--- config.mk ---
export PLATFORM = sky130hd
export DESIGN_NAME = cross_4k_wctrl
export DESIGN_NICKNAME = d
export VERILOG_FILES = /design/src/rtl/cross_4k_wctrl.sv
export SDC_FILE = /design/constraint.sdc
export NUM_CORES = 1
export LEC_CHECK = 0
export ABC_AREA = 1
export BUFFER_PORTS_ARGS = -buffer_cell sky130_fd_sc_hd__buf_2
export CAP_MARGIN = 10
export CELL_PAD_IN_SITES_DETAIL_PLACEMENT = 0
export CELL_PAD_IN_SITES_GLOBAL_PLACEMENT = 1
export CORE_MARGIN = 3
export CORE_UTILIZATION = 39
export CTS_BUF_LIST = sky130_fd_sc_hd__clkbuf_8 sky130_fd_sc_hd__clkbuf_16
export CTS_CLUSTER_SIZE = 30
export DETAILED_ROUTE_END_ITERATION = 6
export PLACE_DENSITY_LB_ADDON = 0.12
export SETUP_SLACK_MARGIN = 0.5
export SYNTH_ARGS = -nofsm -noshare
export SYNTH_HDL_FRONTEND = slang
export SYNTH_SLANG_ARGS = --single-unit
--- constraint.sdc ---
create_clock -name clk -period 3.85 [get_ports clk]
set_input_delay 0.77 -clock clk [delete_from_list [all_inputs] [get_ports clk]]
set_output_delay 0.77 -clock clk [all_outputs]
set_load 0.01 [all_outputs]
--- src/rtl/cross_4k_wctrl.sv ---
// W-channel sequencer behind the 4KB AW splitter: queues split-piece
// lengths, regenerates WLAST per piece and flags master WLAST mismatches.
module cross_4k_wctrl #(
  parameter int W_ID   = 4,
  parameter int W_DATA = 32,
  parameter int W_STRB = W_DATA/8,
  parameter int W_LEN  = 8,
  parameter int DEPTH  = 4,
  parameter int W_PTR  = $clog2(DEPTH)
) (
  input  logic              clk,
  input  logic              rst,
  input  logic              pc_valid,
  input  logic [W_LEN-1:0]  pc_len,
  input  logic              pc_last,
  output logic              pc_ready,
  input  logic [W_ID-1:0]   m_axi_wid,
  input  logic [W_DATA-1:0] m_axi_wdata,
  input  logic [W_STRB-1:0] m_axi_wstrb,
  input  logic              m_axi_wlast,
  input  logic              m_axi_wvalid,
  output logic              m_axi_wready,
  output logic [W_ID-1:0]   s_axi_wid,
  output logic [W_DATA-1:0] s_axi_wdata,
  output logic [W_STRB-1:0] s_axi_wstrb,
  output logic              s_axi_wlast,
  output logic              s_axi_wvalid,
  input  logic              s_axi_wready,
  output logic [W_PTR:0]    pc_level,
  output logic              wlast_err
);

  localparam logic [W_PTR:0] LVL_FULL = DEPTH[W_PTR:0];
  localparam logic [W_PTR:0] LVL_ONE  = {{W_PTR{1'b0}}, 1'b1};
  localparam logic [W_PTR-1:0] PTR_ONE = {{(W_PTR-1){1'b0}}, 1'b1};

  logic [W_LEN-1:0] r_q_len  [DEPTH];
  logic             r_q_last [DEPTH];
  logic [W_PTR-1:0] r_wr_ptr;
  logic [W_PTR-1:0] r_rd_ptr;
  logic [W_PTR:0]   r_level;
  logic [W_LEN-1:0] r_beat_cnt;
  logic             r_err;

  logic             w_empty;
  logic             w_full;
  logic             w_push;
  logic             w_pop;
  logic             w_xfer;
  logic             w_wlast;
  logic [W_LEN-1:0] w_head_len;
  logic             w_head_last;
  logic             w_late;
  logic             w_early;

  assign w_empty     = (r_level == '0);
  assign w_full      = (r_level == LVL_FULL);
  assign w_head_len  = r_q_len[r_rd_ptr];
  assign w_head_last = r_q_last[r_rd_ptr];

  assign pc_ready = !rst & !w_full;
  assign w_push   = pc_valid & pc_ready;

  assign s_axi_wvalid = m_axi_wvalid & !w_empty;
  assign m_axi_wready = s_axi_wready & !w_empty;
  assign s_axi_wid    = m_axi_wid;
  assign s_axi_wdata  = m_axi_wdata;
  assign s_axi_wstrb  = m_axi_wstrb;

  assign w_xfer  = s_axi_wvalid & s_axi_wready;
  assign w_wlast = !w_empty & (r_beat_cnt == w_head_len);
  assign s_axi_wlast = w_wlast;
  assign w_pop   = w_xfer & w_wlast;

  assign w_late  = w_wlast & w_head_last & !m_axi_wlast;
  assign w_early = m_axi_wlast & !(w_wlast & w_head_last);

  // Storage needs no reset: entries are only read below r_level.
  always_ff @(posedge clk) begin
    if (w_push) begin
      r_q_len[r_wr_ptr]  <= pc_len;
      r_q_last[r_wr_ptr] <= pc_last;
    end
  end

  always_ff @(posedge clk) begin
    if (rst) begin
      r_wr_ptr   <= '0;
      r_rd_ptr   <= '0;
      r_level    <= '0;
      r_beat_cnt <= '0;
      r_err      <= 1'b0;
    end else begin
      r_err <= w_xfer & (w_late | w_early);
      if (w_push)
        r_wr_ptr <= r_wr_ptr + PTR_ONE;
      if (w_pop)
        r_rd_ptr <= r_rd_ptr + PTR_ONE;
      unique case ({w_push, w_pop})
        2'b10:   r_level <= r_level + LVL_ONE;
        2'b01:   r_level <= r_level - LVL_ONE;
        default: r_level <= r_level;
      endcase
      if (w_pop)
        r_beat_cnt <= '0;
      else if (w_xfer)
        r_beat_cnt <= r_beat_cnt + 1'b1;
    end
  end

  assign pc_level  = r_level;
  assign wlast_err = r_err;

endmodule
# Word level (Yosys, flattened, before mapping)
# Memories as Yosys holds them, arrays and structs flattened. A register that Yosys moved wholly into a read port is not among the register bits.
# Cells that the tools add are included.
# word_totals
word_cells	43
ff_bits	16
output_inout_bits	48
inputBits	55
ramBits	36
n_memories	2
# op_classes
reduce_logical	8
eq_ne	4
addsub	5
n_mux	7
bitwise_logic	12
# memory_table
memory	depth	word_bits	rd	rd_ports_with_merged_regs	write_ports	line	rtl
r_q_len	4	8	1	1	1	37	logic [W_LEN-1:0] r_q_len [DEPTH];
r_q_last	4	1	1	1	1	38	logic r_q_last [DEPTH];
# op_table
operator	count
$and A1 B1 Y1	11
$add A8 B1 Y8 const B	1
$eq A8 B8 Y1	1
$mux W2	4
$pmux W3 S2	1
$logic_not A1 Y1	5
$add A2 B1 Y2 const B	2
$add A3 B1 Y3 const B	1
$eq A3 B3 Y1 const B	1
$logic_not A3 Y1	1
$sub A3 B1 Y3 const B	1
$eq A2 B1 Y1 const B	1
$eq A2 B2 Y1 const B	1
$mux W1	2
$reduce_bool A2 Y1	1
$reduce_or A2 Y1	1
$or A1 B1 Y1	1

# Longest topological paths before layout
# Gate-level depths: netlist of the first run.
# logic_depth
ltp_word	8
mapped_depth	19
ltp_nobuf	18

# Worst setup path after synthesis of the first run
# OpenSTA, ideal clock, no wires.
# synth_timing
path_kind	in2reg
from	input port s_axi_wready
to	register r_level[2], in the netlist pc_level[2]
arrival_ns	2.476
path_stages	13
t_required_ns	3.728
n_path_buf	0
setup_time_ns	0.122
setup_slack_ns	1.252
path_cell_list	inv_1 nor2_1 nand2_1 inv_1 nand3_2 clkinv_2 ha_1 inv_1 fa_1 a21oi_1 o21ai_0 o21ai_0 a21oi_1
# synth_via
elab_chain_len	4
elab_cells_between_ends	6
cone_classes	eq/ne (2); mux (1); bitwise (2); reduce/logical (1)
# synth_lines
element	line	rtl
from (decl)	28	input logic s_axi_wready,
$and A1 B1 Y1 (*)	70	assign w_xfer = s_axi_wvalid & s_axi_wready;
$and A1 B1 Y1 (*)	73	assign w_pop = w_xfer & w_wlast;
named net w_pop	48	logic w_pop;
$eq A2 B1 Y1 / $eq A2 B2 Y1 (equally long branches)	99	unique case ({w_push, w_pop})
$pmux W3 S2 / $reduce_bool A2 Y1 (equally long branches)	--	
to (signal assigned)	100	2'b10: r_level <= r_level + LVL_ONE;
to (signal assigned)	101	2'b01: r_level <= r_level - LVL_ONE;
to (signal assigned)	102	default: r_level <= r_level;
to (decl)	41	logic [W_PTR:0] r_level;
# The timed path passes the listed nets; every way through them passes the cells marked *.
# A chain may end at the register's enable or synchronous reset.

==> out/results.ini, run 1 <==
[status]
status = finished clean

[synthesis]
synth_top_family_by_area = simple AND/OR/NAND/NOR gates
yosysTopAreaCell = edfxtp_1
synth-xor-area-share = 0.0156
synth_area_mm2 = 0.00281
synth_adder_area_share = 0.0339
synth-compound-area-share = 0.0486
ys.warnings.count = 0
yosys.area_share.simple = 0.226
ys_top_cells_by_area = edfxtp_1 (39%), dfxtp_1 (13%), buf_4 (11%)
syn_inst = 302
ys_seq_area_frac = 0.513
ys_ff_latch = 54
syn_area_per_cell_um2 = 9.30
muxShareOfSynthArea = 0
syn_nets = 364
netlist.area_leader.share = 0.385
synthDistinctLibCells = 28

[global_routing]
gr-total-overflow = 0
antenna_found_initial = 0
grt_pass1_vias = 1711
grt_usage = 0.139
grt_pass1_wl_mm = 9.07
grt_max_degree = 20

[placed_design]
dp_slack_ps = 870
hpwl_mm = 4.20
routabilityCongestion = 0.783
port_buffers = 22

[worst_setup_path]
ff2ff_path_depth = 17
critPathKind = register to register
rr_endpoint = pc_level[2]
crit_fanout = 19
worstPathArrival_ps = 3180
regToRegSetupSlack_ps = 870
start_kind = register
critPathCaptureType = register
cp.required_ps = 4050

[clock_network]
cts_buffers = 5
cts_hold_buffers = 0
cts_tree = done
clk_pin_slew_ps = 100
ctsResizeCount = 0
clock-sinks = 54
cts_setup_buffers = 0
root_buffer = clkbuf_8
h-tree-depth = 2
insertion_delay_ps = 310
ctsLongestPathBuffers = 2

[sta]
relSlewSlack = 0.391
layout_min_cycle_time_ps = 2980
hold_viol = 0
rsz0062_at_grt = no
tightest_slew_ps = 911
setup_viol = 0
worst_slack_ps = 871
fmaxAchievable_mhz = 336
finalCritPeriodShare = 0.774
drv_slew = 0
tns_ps = 0
fin_worst_skew_ps = 5.61

[min_path]
min_from = r_rd_ptr[1]
min_path_cells = 2
holdCritPathClass = register to register

[die]
die_w_um = 90.9
start_util = 0.409
row_count = 30
io_pins = 103
die_h_um = 90.9
core_area_mm2 = 0.00687
dieArea_mm2 = 0.00825

[final_layout]
fin_nets = 349
nFillCells = 682
n_antenna_cell = 0
areaGrowthSynthToFinish_pct = -0.891
multi_input_area_um2 = 910
seq_area_mm2 = 0.00144
drive_gt1_frac = 0.170

[pwr]
vdd_drop_max_mv = 0.184
leakage_nw = 1.09
p_per_area_mw_per_mm2 = 370

[drt]
viasPerCell = 4.56
drt_pass1_iterations = 4
drc_errors = 0
drt_iter0_markers = 68
drtAntennaViolNets = 0
wl_per_cell_um = 14.2
via_count = 1750
wl_mm = 5.46

[run]
cap_violations = 0

## worst max path at each step
stage                  endpoint  slack (ps)  cells past startpoint          from
floorplan           pc_level[2]        1250                     13  s_axi_wready
global placement    pc_level[2]         930                     17      register
detailed placement  pc_level[2]         870                     17      register
CTS                 s_axi_wlast         850                      8      register
global route        pc_level[2]         540                     17      register
finish              pc_level[2]         870                     17      register
## Yosys cell counts
cell / instances
buf_6: 2
a21oi_2: 1
dfxtp_1: 18
inv_6: 1
o22ai_1: 1
nand2_2: 6
nand4_1: 2
nor2_1: 26
inv_2: 1
a21oi_1: 11
nand3b_1: 2
buf_8: 1
a31oi_1: 1
clkinv_2: 1
nor3_2: 1
inv_1: 25
nand2_1: 66
ha_1: 6
buf_4: 41
o21ai_0: 12
nor3_1: 2
nor2_2: 2
nand3_1: 24
xor2_1: 5
edfxtp_1: 36
nor2_4: 1
nand3_2: 6
fa_1: 1
## area by class of cell
| cell class | count | share of cell area |
|---|---|---|
| Clock buffer | 5 | 0.0247 |
| Clock inverter | 3 | 0.00764 |
| Inverter | 28 | 0.0400 |
| Multi-Input combinational cell | 176 | 0.327 |
| Sequential cell | 54 | 0.518 |
| Tap cell | 96 | 0.0432 |
| Timing Repair Buffer | 22 | 0.0396 |
## kinds of logic (layout without fill, tap and decap cells)
family          count (synthesis)  after routing
xor+xnor                        5              5
buf+inv                        72             58
compound gates                 26             26
simple gates                  138            138
fa+ha+maj                       7              7
flops                          54             54
## placed cells by master, fill, tap and decap left out
cell type / instances
nand4_1: 2
inv_1: 26
nand3_2: 6
nand3b_1: 2
nor2_1: 26
clkbuf_8: 5
nand3_1: 24
nand2_2: 6
nor2_4: 1
nor3_1: 2
o22ai_1: 1
a21oi_2: 1
dfxtp_1: 18
ha_1: 6
nor2_2: 2
nor3_2: 1
inv_6: 2
fa_1: 1
xor2_1: 5
edfxtp_1: 36
o21ai_0: 12
clkinv_2: 1
clkinv_4: 1
inv_2: 1
a21oi_1: 11
buf_2: 22
a31oi_1: 1
nand2_1: 66
## routing by layer
metal / vias to the layer above / track usage / wire [µm]
met5: - / 0 / 0
met4: 0 / 0.0729 / 197
met3: 25 / 0.0300 / 309
met2: 43 / 0.202 / 2310
met1: 764 / 0.192 / 2640
li1: 918 / - / -
## power breakdown
part / switching (mW) / leakage, nW / internal [mW]
Combinational: 0.0441 / 0.563 / 0.0237
Sequential: 0.00665 / 0.473 / 0.631
Clock: 0.195 / 0.0499 / 0.130
## worst max-delay path, cell delays in order (launching register included)
cell and delay, ps:
dfxtp_1 780, inv_6 160, nand2_1 120, nand3_1 120, nand3_1 130, nand2_1 60
nor2_1 80, nand2_1 90, nor2_4 110, nand3_2 100, clkinv_2 80, ha_1 130
inv_1 70, fa_1 370, a21oi_1 150, o21ai_0 110, o21ai_0 150, a21oi_1 50
## flip-flops by register name, indices dropped and copies added, names as in the netlist, named ones only
register    cells
wlast_err       1
r_q_len        32
r_q_last        4
r_beat_cnt      8
r_rd_ptr        2
r_wr_ptr        2
pc_level        3
## through the flow
stage          area [µm²]  instances  hold WS, ps  power, mW  utilization
4_1_cts              2780        384          511       1.04        0.405
6_report             2780        384          503       1.03        0.405
3_5_place_dp         2690        376          492      0.720        0.392
3_3_place_gp         2690        376          492      0.721        0.392
2_1_floorplan        2810        302          459      0.735            -
5_1_grt              2780        384          536       1.07        0.405
Note: power is estimated with default switching activity, not from simulation.
==> inputs of run 2 (changes only) <==
Settings changed: CORE_UTILIZATION 39 to 33.
Clock period 3.85 ns to 2.5 ns, I/O delays scaled along.
==> run 2 against run 1 <==
Fmax grew 29%. Die area grew 17%. Global-route usage decreased by 1.3 points. Critical path depth increased by 1.
==> out/results.ini, run 2 (synthesis gave the netlist of run 1 again) <==
[sta]
fin_worst_skew_ps = 6.46
fmaxAchievable_mhz = 434
setup_viol = 0
rsz0062_at_grt = yes
worst_slack_ps = 193
layout_min_cycle_time_ps = 2310
tightest_slew_ps = 360
finalCritPeriodShare = 0.923
relSlewSlack = 0.759
holdWs_ps = 400
drv_slew = 0
hold_viol = 0

[die]
die_w_um = 98.2
die_h_um = 98.2
dieArea_mm2 = 0.00965
row_count = 33
core_area_mm2 = 0.00826
io_pins = 103
start_util = 0.340

[global_routing]
grt_usage = 0.126
busiest_layer = met2
grt.met2_usage = 0.198
grt_pass1_wl_mm = 9.57
grt_max_degree = 19
grt_use_met3 = 0.0250
grt_pass1_vias = 1909
met1_usage = 0.171
gr-total-overflow = 0
antenna_found_initial = 0

[pwr]
leakage_nw = 1.20
p_per_area_mw_per_mm2 = 561
fin_total_pwr_mw = 1.71
vdd_drop_max_mv = 0.234

[final_layout]
top_register = r_q_len
n_antenna_cell = 0
final-instance-count-excl-fill = 408
drive_gt1_frac = 0.290
fin_nets = 364
layout_common_cells = nand2_1 (58), edfxtp_1 (36), nor2_1 (25), inv_1 (23), buf_2 (22)
areaGrowthSynthToFinish_pct = 8.29
final_area_mm2 = 0.00304
reg.largest.list = r_q_len x32, r_beat_cnt x8, r_q_last x4
largest_reg_flops = 32
final_common_cell = nand2_1

[drt]
drc_errors = 0
drt_iter0_markers = 55
wl_per_cell_um = 13.9
drtAntennaViolNets = 0
wl_mm = 5.66
drt_pass1_iterations = 4
via_count = 1823
viasPerCell = 4.47

[placed_design]
dp_cells = 394
hpwl_mm = 4.10
dpl_cell_area_mm2 = 0.00279
routabilityCongestion = 0.763
dp_slack_ps = 66.5
port_buffers = 22

[worst_setup_path]
cp_top_family = simple AND/OR/NAND/NOR gates
crit_slowest_cell = dfxtp_4
critPathKind = register to register
crit_top_cell = nand2_1
regToRegSetupSlack_ps = 190
crit_fanout = 5
worstPathArrival_ps = 2520
start_kind = register
critPathCaptureType = register
slowest_delay_ps = 430
crit_buf_inv = 3
cp.required_ps = 2710
path_cells = buf_6 -> nand2_2 -> nand3_2 -> nand2_1 -> nand2_1 -> nand2_1 -> nor2_1 -> nand2_1 -> nor2_4 -> nand3_2 -> clkinv_2 -> ha_4 -> inv_4 -> fa_2 -> a21oi_2 -> o21ai_1 -> o21ai_1 -> a21oi_1

[clock_network]
root_buffer = clkbuf_8
cts_tree = done
ctsLongestPathBuffers = 2
cts_buffers = 5
clk_pin_slew_ps = 100
clock-sinks = 54
cts_hold_buffers = 0
h-tree-depth = 2
insertion_delay_ps = 310

[run]
cap_violations = 0

[min_path]
holdCritPathClass = input port to register

[status]
status = finished clean

run 2: cell types whose count changed in the layout (fill, tap and decap cells not counted), sizes merged:
cell and delta:
bufinv +1, inv -1, buf +15
run 2: per-layer routing:
layer	vias up	part of all wire	wire length (µm)
li1	950	-	-
met1	823	0.50	2830
met2	29	0.43	2430
met3	21	0.049	277
met4	0	0.021	119
met5	-	0	0
run 2: worst paths after layout:
path               startpoint             to  cells past startpoint
setup / recovery     register    pc_level[2]                     18
hold / removal      pc_len[5]  r_q_len[3][5]                      1
setup reg to reg     register    pc_level[2]                     18
hold reg to reg   r_rd_ptr[1]    r_rd_ptr[1]                      2
run 2: worst reg2reg max path, cell delays in order (launching register included):
cell and delay (ps):
dfxtp_4 430, buf_6 150, nand2_2 50, nand3_2 90, nand2_1 60, nand2_1 50, nand2_1 60, nor2_1 100
nand2_1 100, nor2_4 100, nand3_2 80, clkinv_2 70, ha_4 130, inv_4 30, fa_2 330, a21oi_2 110
o21ai_1 80, o21ai_1 120, a21oi_1 50
run 2: timing repair:
action | in CTS | in global routing
buffers inserted | 6 | 0
endpoints found under the hold margin | 0 | 0
setup endpoints to repair | 4 | 4
resized for setup | 23 | 3
pin swaps | 9 | 1
run 2: power by group:
part | leakage [nW] | switching, mW | internal [mW]
clock network | 0.0587 | 0.305 | 0.304
registers | 0.474 | 0.0111 | 0.970
logic | 0.666 | 0.0732 | 0.0432
total | 1.20 | 0.389 | 1.32
run 2: stage by stage:
stage / utilization / TNS [ps]
floorplan: - / 0
global placement: 0.338 / 0
detailed placement: 0.338 / 0
CTS: 0.367 / 0
global route: 0.368 / -7.08
finish: 0.368 / 0
run 2: cell type report:
type	instances	area [µm²]
Tap cell	105	131
Sequential cell	54	1450
Timing Repair Buffer	37	234
Clock buffer	5	68.8
Inverter	28	116
Fill cell	877	5220
Clock inverter	3	47.5
Multi-Input combinational cell	176	997
